### config.mk
export PLATFORM = sky130hd
export DESIGN_NAME = mem_wb_stage_buffer
export DESIGN_NICKNAME = d
export VERILOG_FILES = /design/src/rtl/mem_wb_stage_buffer.sv
export SDC_FILE = /design/constraint.sdc
export NUM_CORES = 1
export LEC_CHECK = 0
export ABC_AREA = 1
export CAP_MARGIN = 10
export CORE_MARGIN = 5
export CORE_UTILIZATION = 35
export CTS_CLUSTER_SIZE = 28
export DETAILED_ROUTE_END_ITERATION = 8
export PLACE_DENSITY = 0.69
export SYNTH_ARGS = -nofsm -noshare
export SYNTH_HDL_FRONTEND = slang
export SYNTH_SLANG_ARGS = --single-unit
### constraint.sdc
create_clock -name clk -period 21.6 [get_ports clk]
set_clock_uncertainty 0.2 [all_clocks]
set_input_delay 2.16 -clock clk [delete_from_list [all_inputs] [get_ports clk]]
set_output_delay 2.16 -clock clk [all_outputs]
set_load 0.01 [all_outputs]
### src/rtl/mem_wb_stage_buffer.sv
// MEM->WB boundary: 2-entry skid buffer (main + skid) with valid/ready flow control and flush.
// Optional back-pressure counter is enabled by defining MEMWB_STALL_CNT_EN.
module mem_wb_stage_buffer #(
  parameter int SCALAR_W = 16,
  parameter int VLANES   = 8,
  parameter int RADDR_W  = 5,
  parameter int SEL_W    = 2
) (
  input  logic                         clk,
  input  logic                         reset,
  input  logic                         flush,
  input  logic                         in_valid,
  output logic                         in_ready,
  input  logic                         in_wre,
  input  logic                         in_vwre,
  input  logic [SEL_W-1:0]             in_sel,
  input  logic [SEL_W-1:0]             in_vsel,
  input  logic [SCALAR_W-1:0]          in_mem_data,
  input  logic [VLANES*SCALAR_W-1:0]   in_vmem_data,
  input  logic [SCALAR_W-1:0]          in_calc_data,
  input  logic [VLANES*SCALAR_W-1:0]   in_calc_vec,
  input  logic [RADDR_W-1:0]           in_rs1,
  input  logic [RADDR_W-1:0]           in_rs2,
  input  logic [RADDR_W-1:0]           in_rd,
  output logic                         out_valid,
  input  logic                         out_ready,
  output logic                         out_wre,
  output logic                         out_vwre,
  output logic [SEL_W-1:0]             out_sel,
  output logic [SEL_W-1:0]             out_vsel,
  output logic [SCALAR_W-1:0]          out_mem_data,
  output logic [VLANES*SCALAR_W-1:0]   out_vmem_data,
  output logic [SCALAR_W-1:0]          out_calc_data,
  output logic [VLANES*SCALAR_W-1:0]   out_calc_vec,
  output logic [RADDR_W-1:0]           out_rs1,
  output logic [RADDR_W-1:0]           out_rs2,
  output logic [RADDR_W-1:0]           out_rd,
  output logic [15:0]                  stall_cnt
);

  localparam int VW = VLANES * SCALAR_W;
  localparam int PW = 2 + 2*SEL_W + 2*SCALAR_W + 2*VW + 3*RADDR_W;

  typedef enum logic [1:0] {EMPTY = 2'd0, ONE = 2'd1, FULL = 2'd2} state_t;

  state_t          state_q, state_d;
  logic [PW-1:0]   main_q, main_d;
  logic [PW-1:0]   skid_q, skid_d;
  logic [PW-1:0]   in_pl;
  logic            main_wre, main_vwre;
  logic            accept, pop;

  assign in_pl = {in_wre, in_vwre, in_sel, in_vsel, in_mem_data, in_vmem_data,
                  in_calc_data, in_calc_vec, in_rs1, in_rs2, in_rd};

  // Handshake flags come from registered state only, so out_ready never reaches in_ready.
  assign in_ready  = (state_q != FULL);
  assign out_valid = (state_q != EMPTY);
  assign accept    = in_valid & in_ready & ~flush;
  assign pop       = out_valid & out_ready & ~flush;

  always_comb begin
    state_d = state_q;
    main_d  = main_q;
    skid_d  = skid_q;
    case (state_q)
      EMPTY: begin
        if (accept) begin
          main_d  = in_pl;
          state_d = ONE;
        end
      end
      ONE: begin
        if (accept && pop) begin
          main_d = in_pl;
        end else if (accept) begin
          skid_d  = in_pl;
          state_d = FULL;
        end else if (pop) begin
          state_d = EMPTY;
        end
      end
      FULL: begin
        if (pop) begin
          main_d  = skid_q;
          state_d = ONE;
        end
      end
      default: state_d = EMPTY;
    endcase
    if (flush) begin
      state_d = EMPTY;
    end
  end

  always_ff @(posedge clk or posedge reset) begin
    if (reset) begin
      state_q <= EMPTY;
      main_q  <= '0;
      skid_q  <= '0;
    end else begin
      state_q <= state_d;
      main_q  <= main_d;
      skid_q  <= skid_d;
    end
  end

  assign {main_wre, main_vwre, out_sel, out_vsel, out_mem_data, out_vmem_data,
          out_calc_data, out_calc_vec, out_rs1, out_rs2, out_rd} = main_q;

  // Write enables are gated so a bubble never writes the regfile, whatever stale payload it holds.
  assign out_wre  = main_wre  & out_valid;
  assign out_vwre = main_vwre & out_valid;

`ifdef MEMWB_STALL_CNT_EN
  logic [15:0] stall_q;

  always_ff @(posedge clk or posedge reset) begin
    if (reset) begin
      stall_q <= 16'h0;
    end else if (out_valid && !out_ready && (stall_q != 16'hFFFF)) begin
      stall_q <= stall_q + 16'd1;
    end
  end

  assign stall_cnt = stall_q;
`else
  assign stall_cnt = 16'h0;
`endif

endmodule

# Word level (Yosys, flattened, before mapping)
# Cells that the tools add are included.
[op_classes]
n_bitwise = 8
muxes = 11
eq_ne = 10
reduce_logical = 7
[op_table]
columns = ["op", "n"]
rows = [
  ["$mux W309", 3],
  ["$pmux W309 S3", 1],
  ["$mux W2", 6],
  ["$ne A3 B3 Y1 const B", 3],
  ["$ne A2 B2 Y1 const B", 4],
  ["$reduce_and A4 Y1", 2],
  ["$and A1 B1 Y1", 6],
  ["$pmux W2 S3", 1],
  ["$ne A4 B4 Y1 const B", 1],
  ["$reduce_and A3 Y1", 1],
  ["$reduce_bool A3 Y1", 1],
  ["$eq A2 B1 Y1 const B", 1],
  ["$eq A2 B2 Y1 const B", 1],
  ["$logic_not A2 Y1", 1],
  ["$not A1 Y1", 2],
  ["$reduce_bool A2 Y1", 1],
  ["$logic_and A1 B1 Y1", 1],
]
[word_totals]
out_inout_bits = 327
input_bits = 314
reg_bits = 620

# Longest topological paths before layout
# Gate-level depths: netlist of run 1.
[logic_depth]
word_depth = 8
ltp_mapped = 10

# Worst setup path before layout of run 1
# OpenSTA, ideal clock, no wires.
[synth_timing]
path_type = "input -> register"
startpoint = "input flush"
endpoint = "register skid_q[100]"
path_buffers = 2
arrival_time_ns = 3.151
setup_ns = 0.130
path_slack_ns = 18.119
path_stages = 8
required_ns = 21.270
path_cell_list = "nor2_1 > nand2_1 > nor2_4 > nand2_2 > buf_2 > clkbuf_1 > nand2_1 > o21ai_0"
[synth_via]
elab_chain_cells = 5
elab_cells_between_ends = 6
cone_classes = "4 x bitwise; 2 x reduce/logical"
[synth_rtl]
columns = ["item", "line_no", "rtl"]
rows = [
  ["from (decl)", "11", "input logic flush,"],
  ["$not A1 Y1 *", "59, 60", ""],
  ["$and A1 B1 Y1, on equally long branches", "59, 60", ""],
  ["$logic_and A1 B1 Y1", "74", "if (accept && pop) begin"],
  ["$not A1 Y1 (no source line)", "n/a", ""],
  ["$reduce_and A3 Y1 (no source line) *", "n/a", ""],
  ["to (signal assigned)", "104", "skid_q <= skid_d;"],
  ["to (decl)", "48", "logic [PW-1:0] skid_q, skid_d;"],
]
# Mark *: on every way between the ends. The rest lies on a longest branch, timed or not.
# A chain may end at the register's enable or synchronous reset.

# Worst setup path after layout of run 1
[layout_timing]
startpoint = "input flush"
endpoint = "register main_q[72]"
[layout_via]
elab_chain_cells = 5
elab_cells_between_ends = 8
cone_classes = "3 x eq/ne; 3 x bitwise; 2 x reduce/logical"
[layout_rtl]
columns = ["item", "line_no", "rtl"]
rows = [
  ["$not A1 Y1 *", "59, 60", ""],
  ["$and A1 B1 Y1, on equally long branches", "59, 60", ""],
  ["$logic_and A1 B1 Y1", "74", ""],
  ["$ne A2 B2 Y1 (no source line)", "n/a", ""],
  ["$reduce_and A4 Y1 (no source line) *", "n/a", ""],
  ["to (signal assigned)", "103", "main_q <= main_d;"],
  ["to (decl)", "47", "logic [PW-1:0] main_q, main_d;"],
]
# Marked as above.

==> reports/summary.log, run 1 <==
[placement] number of buffers added on ports 624
[timing] tightest slew margin relative to the limit 26.9%
[floorplan] Cell Rows 106
[drt] number of design-rule violations left by the first detailed-router iteration 1788
[floorplan] Die Height 301 um
[power_and_ir_drop] post-route total power 4480 uW
[yosys] share of the synthesized area in the top cell type 52.2%
[global_route] number of global-route vias before repair 22700
[clocking] latest clock arrival within the worst-skew pair 0.61 ns
[timing] worst hold slack across all endpoints 0.267 ns
[layout] Util after Layout 43.8%
[yosys] post-synthesis async set-or-reset flop share 100%
[yosys] main area contributors after synthesis sky130_fd_sc_hd__dfrtp_1, sky130_fd_sc_hd__nand2_1, sky130_fd_sc_hd__o21ai_0, sky130_fd_sc_hd__buf_4, sky130_fd_sc_hd__nand3_1
[drt] Via Count 23800
[setup_path] Critical Path AT 6.58 ns
[layout] footprint of the multi-input gates 9720 um^2
[yosys] cell types with the highest counts after synthesis sky130_fd_sc_hd__nand2_1, sky130_fd_sc_hd__dfrtp_1, sky130_fd_sc_hd__o21ai_0
[clocking] number of gates resized after CTS 0
[floorplan] Die X 301 um
[placement] placer congestion estimate 0.817
[timing] aggregate negative setup slack 0 ns
[layout] Layout area overhead 23.7%
[yosys] fraction of the yosys area taken by sequential cells 52.2%
[setup_path] setup slack on the worst flop-to-flop path 16.80 ns
[yosys] Yosys reg bits 620
[power_and_ir_drop] worst voltage drop across the vdd grid 0.0764 mV
[floorplan] core area 84000 um^2
[drt] Final Routed Wirelength 84.9 mm
[global_route] number of antenna violations at the first check in global routing 14
[worst_hold_path] endpoint with the worst hold slack main_q[114]$_DFFE_PP0P_
[clocking] CTS HTree Levels 3
[yosys] Post-Synthesis Cell Area 29700 um^2
[yosys] yosys warns 0
[worst_hold_path] path type of the worst min-delay path flop to flop
[yosys] Distinct cells, synth 18
[layout] storage element area 15500 um^2
[global_route] total track usage 17.9%
[job] Max Cap Violations 0
[drt] average wire per standard cell 16.7 um
[setup_path] depth of the worst register-to-register path 9
[layout] Layout Nets 4213
[global_route] wire length of the first global-routing pass 132 mm
[yosys] count leader, synth sky130_fd_sc_hd__nand2_1
[setup_path] Critical Path Start Type primary input
[power_and_ir_drop] Static Leak 0.0179 uW
[clocking] Root Buffer sky130_fd_sc_hd__clkbuf_16
[setup_path] largest fanout on the critical path 81
[worst_hold_path] WHS Path Cells 2
[timing] final setup violation count 0
[clocking] number of buffers added by the clock tree synthesis step 70
[drt] # DRC 0
[setup_path] Required @ worst endpoint 21.93 ns
[drt] first-pass iteration count of the detailed router 9
[layout] Fillers 8192
[timing] achievable frequency 0.160 GHz
[placement] detailed placement HPWL 54.9 mm
[floorplan] Ports 641
[worst_hold_path] startpoint of the tightest hold check path main_q[114]$_DFFE_PP0P_
[timing] actual slew at the worst max-slew pin 1.10 ns
[setup_path] category of the most critical setup path primary input to flop
[floorplan] effective utilization at floorplan 35.4%
[clocking] buffers inserted during post-CTS setup optimization 0
[setup_path] endpoint class of the critical path flop
[timing] Final Max Slew Viols 0
[global_route] Congestion Overflow GR 0
[clocking] count of hold buffers inserted by post-cts repair 0
[floorplan] die area 90800 um^2
[layout] layout cells sized above 1 3.92%
[drt] number of vias per cell 4.68
[timing] unrepaired setup endpoints after global routing no
[setup_path] worst r2r dst main_q[72]$_DFFE_PP0P_
[power_and_ir_drop] power density over the cells 122 nW/um^2
[clocking] number of sinks on the clock net 620
[clocking] Bufs on Longest Clock Path 3
[yosys] mean instance size in the synthesized netlist 7.98 um^2
[timing] final hold vios 0
[run_status] run status complete, no violations
[setup_path] worst reg2reg startpoint state_q[0]$_DFFE_PP0P_
[drt] antenna-violating nets left 0
[clocking] clock transition time at the flip-flop clock pins of the worst setup and hold paths 0.06 ns
[global_route] pin count of the biggest net entering global routing 223
[yosys] number of synthesized flops with an enable pin 0
[yosys] synthesized instance count 3724
[clocking] TritonCTS clock tree built
[yosys] Synth Flop Type sky130_fd_sc_hd__dfrtp_1
[timing] crit share post-route 28.9%
[timing] Min Clock Period, post-route 6.25 ns
[yosys] dominant cell type by area after synthesis sky130_fd_sc_hd__dfrtp_1
[flip-flops by register name, indices dropped and copies added (netlist names)]
register / flops
main_q: 309
state_q: 2
skid_q: 309
[metrics by stage]
| step | worst slack, ns | cell area, um^2 | cells |
|---|---|---|---|
| after floorplan | 1.88 | 29800 | 3739 |
| after global placement | 14.76 | 34200 | 4961 |
| after detailed placement | 14.68 | 34200 | 4961 |
| after CTS | 15.35 | 36700 | 5087 |
| after global routing | 15.02 | 36800 | 5095 |
| final | 15.35 | 36800 | 5097 |
[how the worst max path moves through the flow]
stage | from | end | slack [ns] | depth (start not counted)
floorplan | reset | main_q[0]$_DFFE_PP0P_ | 1.88 | 1
CTS | flush | main_q[31]$_DFFE_PP0P_ | 15.35 | 8
global route | flush | main_q[68]$_DFFE_PP0P_ | 15.02 | 8
global placement | flush | main_q[105]$_DFFE_PP0P_ | 14.76 | 8
finish | flush | main_q[72]$_DFFE_PP0P_ | 15.35 | 8
detailed placement | flush | main_q[31]$_DFFE_PP0P_ | 14.68 | 8
[logic make-up (layout without fill, tap and decap cells)]
logic type             count (synthesis)  count (layout)  synth area share, %
DFF                                  620             620                 52.2
other                                  1              26               0.0126
buffers and inverters                849            1063                 15.4
and+or+nand+nor                     1702            1702                 23.1
AOI/OAI and AO/OA                    552             552                 9.30
[final cells by class]
cell class	instances	area share, %
Tap cell	1134	3.86
Clock buffer	99	5.63
Inverter	286	2.94
Clock inverter	27	1.18
Timing Repair Buffer	651	17.7
Antenna cell	10	0.0681
Multi-Input combinational cell	2270	26.4
Sequential cell	620	42.2
[per-layer routing]
| metal | vias to the layer above | GRT usage [%] | share of wire [%] |
|---|---|---|---|
| li1 | 11700 | - | - |
| met1 | 11300 | 23.6 | 42 |
| met2 | 725 | 29.2 | 48 |
| met3 | 151 | 4.36 | 7.1 |
| met4 | 4 | 5.79 | 3.1 |
| met5 | - | 0 | 0.024 |
[cell usage in the layout, fill, tap and decap left out, drive strengths merged, types with 13 or more instances in the layout]
master         instances
dfrtp                620
nand2               1348
clkbuf                99
clkinv                13
o21ai                552
conb                  16
clkdlybuf4s50        624
nand3                344
buf                   27
inv                  289
[critical path: stages]
cell and delay, ns:
sky130_fd_sc_hd__clkdlybuf4s50_1 0.55, sky130_fd_sc_hd__nand3b_4 0.49, sky130_fd_sc_hd__nand2_4 0.52, sky130_fd_sc_hd__nand2_4 0.80, sky130_fd_sc_hd__buf_4 0.80, sky130_fd_sc_hd__buf_4 0.84
sky130_fd_sc_hd__nand2_1 0.14, sky130_fd_sc_hd__nand2_1 0.09
[power breakdown]
part | switching (uW) | internal (uW) | total, uW
clock | 516 | 762 | 1280
sequential | 257 | 1620 | 1870
combinational | 687 | 642 | 1330
total | 1460 | 3020 | 4480
No activity file was read; power rests on OpenSTA's default activity.
==> run 2: changes to the inputs <==
clock period = 6.1 ns   (was 21.6 ns; I/O delays follow)
==> run 2 against run 1 <==
  * Die area unchanged
  * Critical path depth unchanged
  * Wire length decreased by 0.11%
  * First-iteration DRC count decreased by 5.4%
  * Final cell count increased by 0.39%
  * Clock power increased to 3.3 times the previous value
  * Largest cell class unchanged
  * Largest power group unchanged
==> reports/summary.log, run 2 (same netlist as run 1, synthesis figures left out) <==
[power_and_ir_drop] worst voltage drop across the vdd grid 0.192 mV
[clocking] clock transition time at the flip-flop clock pins of the worst setup and hold paths 0.06 ns
[job] Max Cap Violations 0
[drt] Via Count 24100
[setup_path] Critical Path Max Stage Delay 0.61 ns
[setup_path] Critical Path Start Type flop
[drt] number of vias per cell 4.70
[global_route] Congestion Overflow GR 0
[global_route] total track usage 18.2%
[placement] number of buffers added on ports 624
[clocking] Bufs on Longest Clock Path 3
[clocking] CTS HTree Levels 3
[clocking] buffers inserted during post-CTS setup optimization 0
[power_and_ir_drop] power density over the cells 424 nW/um^2
[clocking] Root Buffer sky130_fd_sc_hd__clkbuf_16
[drt] number of design-rule violations left by the first detailed-router iteration 1691
[clocking] number of gates resized after CTS 0
[global_route] wire length of the first global-routing pass 133 mm
[global_route] number of global-route vias before repair 23100
[drt] # DRC 0
[setup_path] critical-path cell list inv_2 -> nand2_2 -> nand3b_4 -> nand2_4 -> nand2_4 -> buf_12 -> nand2_1 -> nand2_1
[layout] footprint of the multi-input gates 9720 um^2
[setup_path] endpoint class of the critical path flop
[global_route] pin count of the biggest net entering global routing 206
[floorplan] Die Height 301 um
[clocking] number of buffers added by the clock tree synthesis step 72
[global_route] number of antenna violations at the first check in global routing 14
[floorplan] Ports 641
[floorplan] Die X 301 um
[drt] average wire per standard cell 16.6 um
[layout] most common cell after layout, fill and taps aside sky130_fd_sc_hd__nand2_1
[layout] leading cell types in the layout, fill and taps excluded sky130_fd_sc_hd__nand2_1, sky130_fd_sc_hd__clkdlybuf4s50_1, sky130_fd_sc_hd__dfrtp_1, sky130_fd_sc_hd__o21ai_0, sky130_fd_sc_hd__nand3_1
[placement] placer congestion estimate 0.830
[floorplan] effective utilization at floorplan 35.4%
[timing] unrepaired setup endpoints after global routing no
[layout] Largest regs main_q: 309 flops, skid_q: 309 flops, state_q: 2 flops
[timing] aggregate negative setup slack 0 ns
[timing] Final Max Slew Viols 0
[setup_path] Critical path buffers and inverters 2
[timing] final setup violation count 0
[layout] Layout Nets 4228
[drt] first-pass iteration count of the detailed router 6
[clocking] number of sinks on the clock net 620
[timing] actual slew at the worst max-slew pin 1.08 ns
[timing] crit share post-route 56.2%
[timing] final hold vios 0
[floorplan] Cell Rows 106
[timing] Min Clock Period, post-route 3.43 ns
[layout] layout cells sized above 1 3.95%
[setup_path] largest fanout on the critical path 73
[timing] tightest slew margin relative to the limit 28.2%
[setup_path] cell type group with the largest total delay on the critical path simple AND/OR/NAND/NOR gates
[drt] Final Routed Wirelength 84.8 mm
[clocking] count of hold buffers inserted by post-cts repair 0
[setup_path] Critical Path AT 3.70 ns
[timing] achievable frequency 0.291 GHz
[layout] Fillers 8236
[power_and_ir_drop] Static Leak 0.0179 uW
[power_and_ir_drop] post-route total power 15600 uW
[floorplan] core area 84000 um^2
[worst_hold_path] path type of the worst min-delay path flop to flop
[run_status] run status complete, no violations
[floorplan] die area 90800 um^2
[setup_path] category of the most critical setup path flop to flop
[placement] detailed placement HPWL 55.8 mm
[timing] worst hold slack across all endpoints 0.265 ns
[clocking] latest clock arrival within the worst-skew pair 0.61 ns
[layout] Util after Layout 43.8%
[layout] Layout area overhead 23.8%
[layout] storage element area 15500 um^2
[clocking] TritonCTS clock tree built
[drt] antenna-violating nets left 0
[setup_path] slowest cell on the critical path sky130_fd_sc_hd__nand2_4
[setup_path] Required @ worst endpoint 6.37 ns
run 2: cell types whose count changed in the layout (fill, tap and decap cells not counted), moves of 2 or more:
cell,before,now
sky130_fd_sc_hd__clkbuf_1,8,24
sky130_fd_sc_hd__buf_12,4,14
sky130_fd_sc_hd__clkbuf_8,21,11
sky130_fd_sc_hd__bufinv_16,7,1
sky130_fd_sc_hd__clkinv_2,8,13
sky130_fd_sc_hd__buf_4,23,26
sky130_fd_sc_hd__clkbuf_16,70,73
sky130_fd_sc_hd__clkinv_16,3,1
sky130_fd_sc_hd__clkinvlp_4,4,2
sky130_fd_sc_hd__diode_2,10,12
run 2: worst min-delay path, stage by stage, from the launching register on:
cell and delay, ns:
sky130_fd_sc_hd__dfrtp_1 0.34, sky130_fd_sc_hd__nand2_1 0.05, sky130_fd_sc_hd__nand2_1 0.04
run 2: path summary, 6_finish.rpt:
kind                                         from                      end  slack (ns)  cells after the start
min in group asynchronous                   reset   skid_q[17]$_DFFE_PP0P_        0.29                      2
hold / removal             main_q[10]$_DFFE_PP0P_   main_q[10]$_DFFE_PP0P_        0.26                      2
hold reg to reg            main_q[10]$_DFFE_PP0P_   main_q[10]$_DFFE_PP0P_        0.26                      2
setup / recovery           state_q[0]$_DFFE_PP0P_  main_q[209]$_DFFE_PP0P_        2.67                      8
max in group asynchronous                   reset  skid_q[194]$_DFFE_PP0P_        3.83                      4
setup reg to reg           state_q[0]$_DFFE_PP0P_  main_q[209]$_DFFE_PP0P_        2.67                      8
run 2: metal layers:
metal  wire length [um]  vias to the layer above  global-route usage, %
li1                   -                    11700                      -
met1              35100                    11500                   23.8
met2              40500                      715                   29.1
met3               6220                      152                   4.45
met4               3010                        4                   7.15
met5                 25                        -                      0
run 2: layout make-up:
class | instances | area share, %
flip-flops and latches | 620 | 42.2
multi-input cells | 2270 | 26.4
repair buffers | 664 | 18.3
clock buffers | 108 | 5.63
well taps | 1134 | 3.86
inverters | 286 | 2.93
clock inverters | 23 | 0.579
diodes | 12 | 0.0817
run 2: power breakdown:
part           switching [uW]  internal, uW
clock                    1770          2410
sequential                926          5730
combinational            2450          2300
total                    5140         10400
run 2: stage by stage:
| stage | setup WS, ns | instances | area (um^2) |
|---|---|---|---|
| 2_1_floorplan | -3.17 | 3739 | 29800 |
| 4_1_cts | 2.69 | 5105 | 36700 |
| 5_1_grt | 2.41 | 5117 | 36800 |
| 3_3_place_gp | 2.26 | 4974 | 34400 |
| 6_report | 2.67 | 5117 | 36800 |
| 3_5_place_dp | 2.25 | 4974 | 34400 |
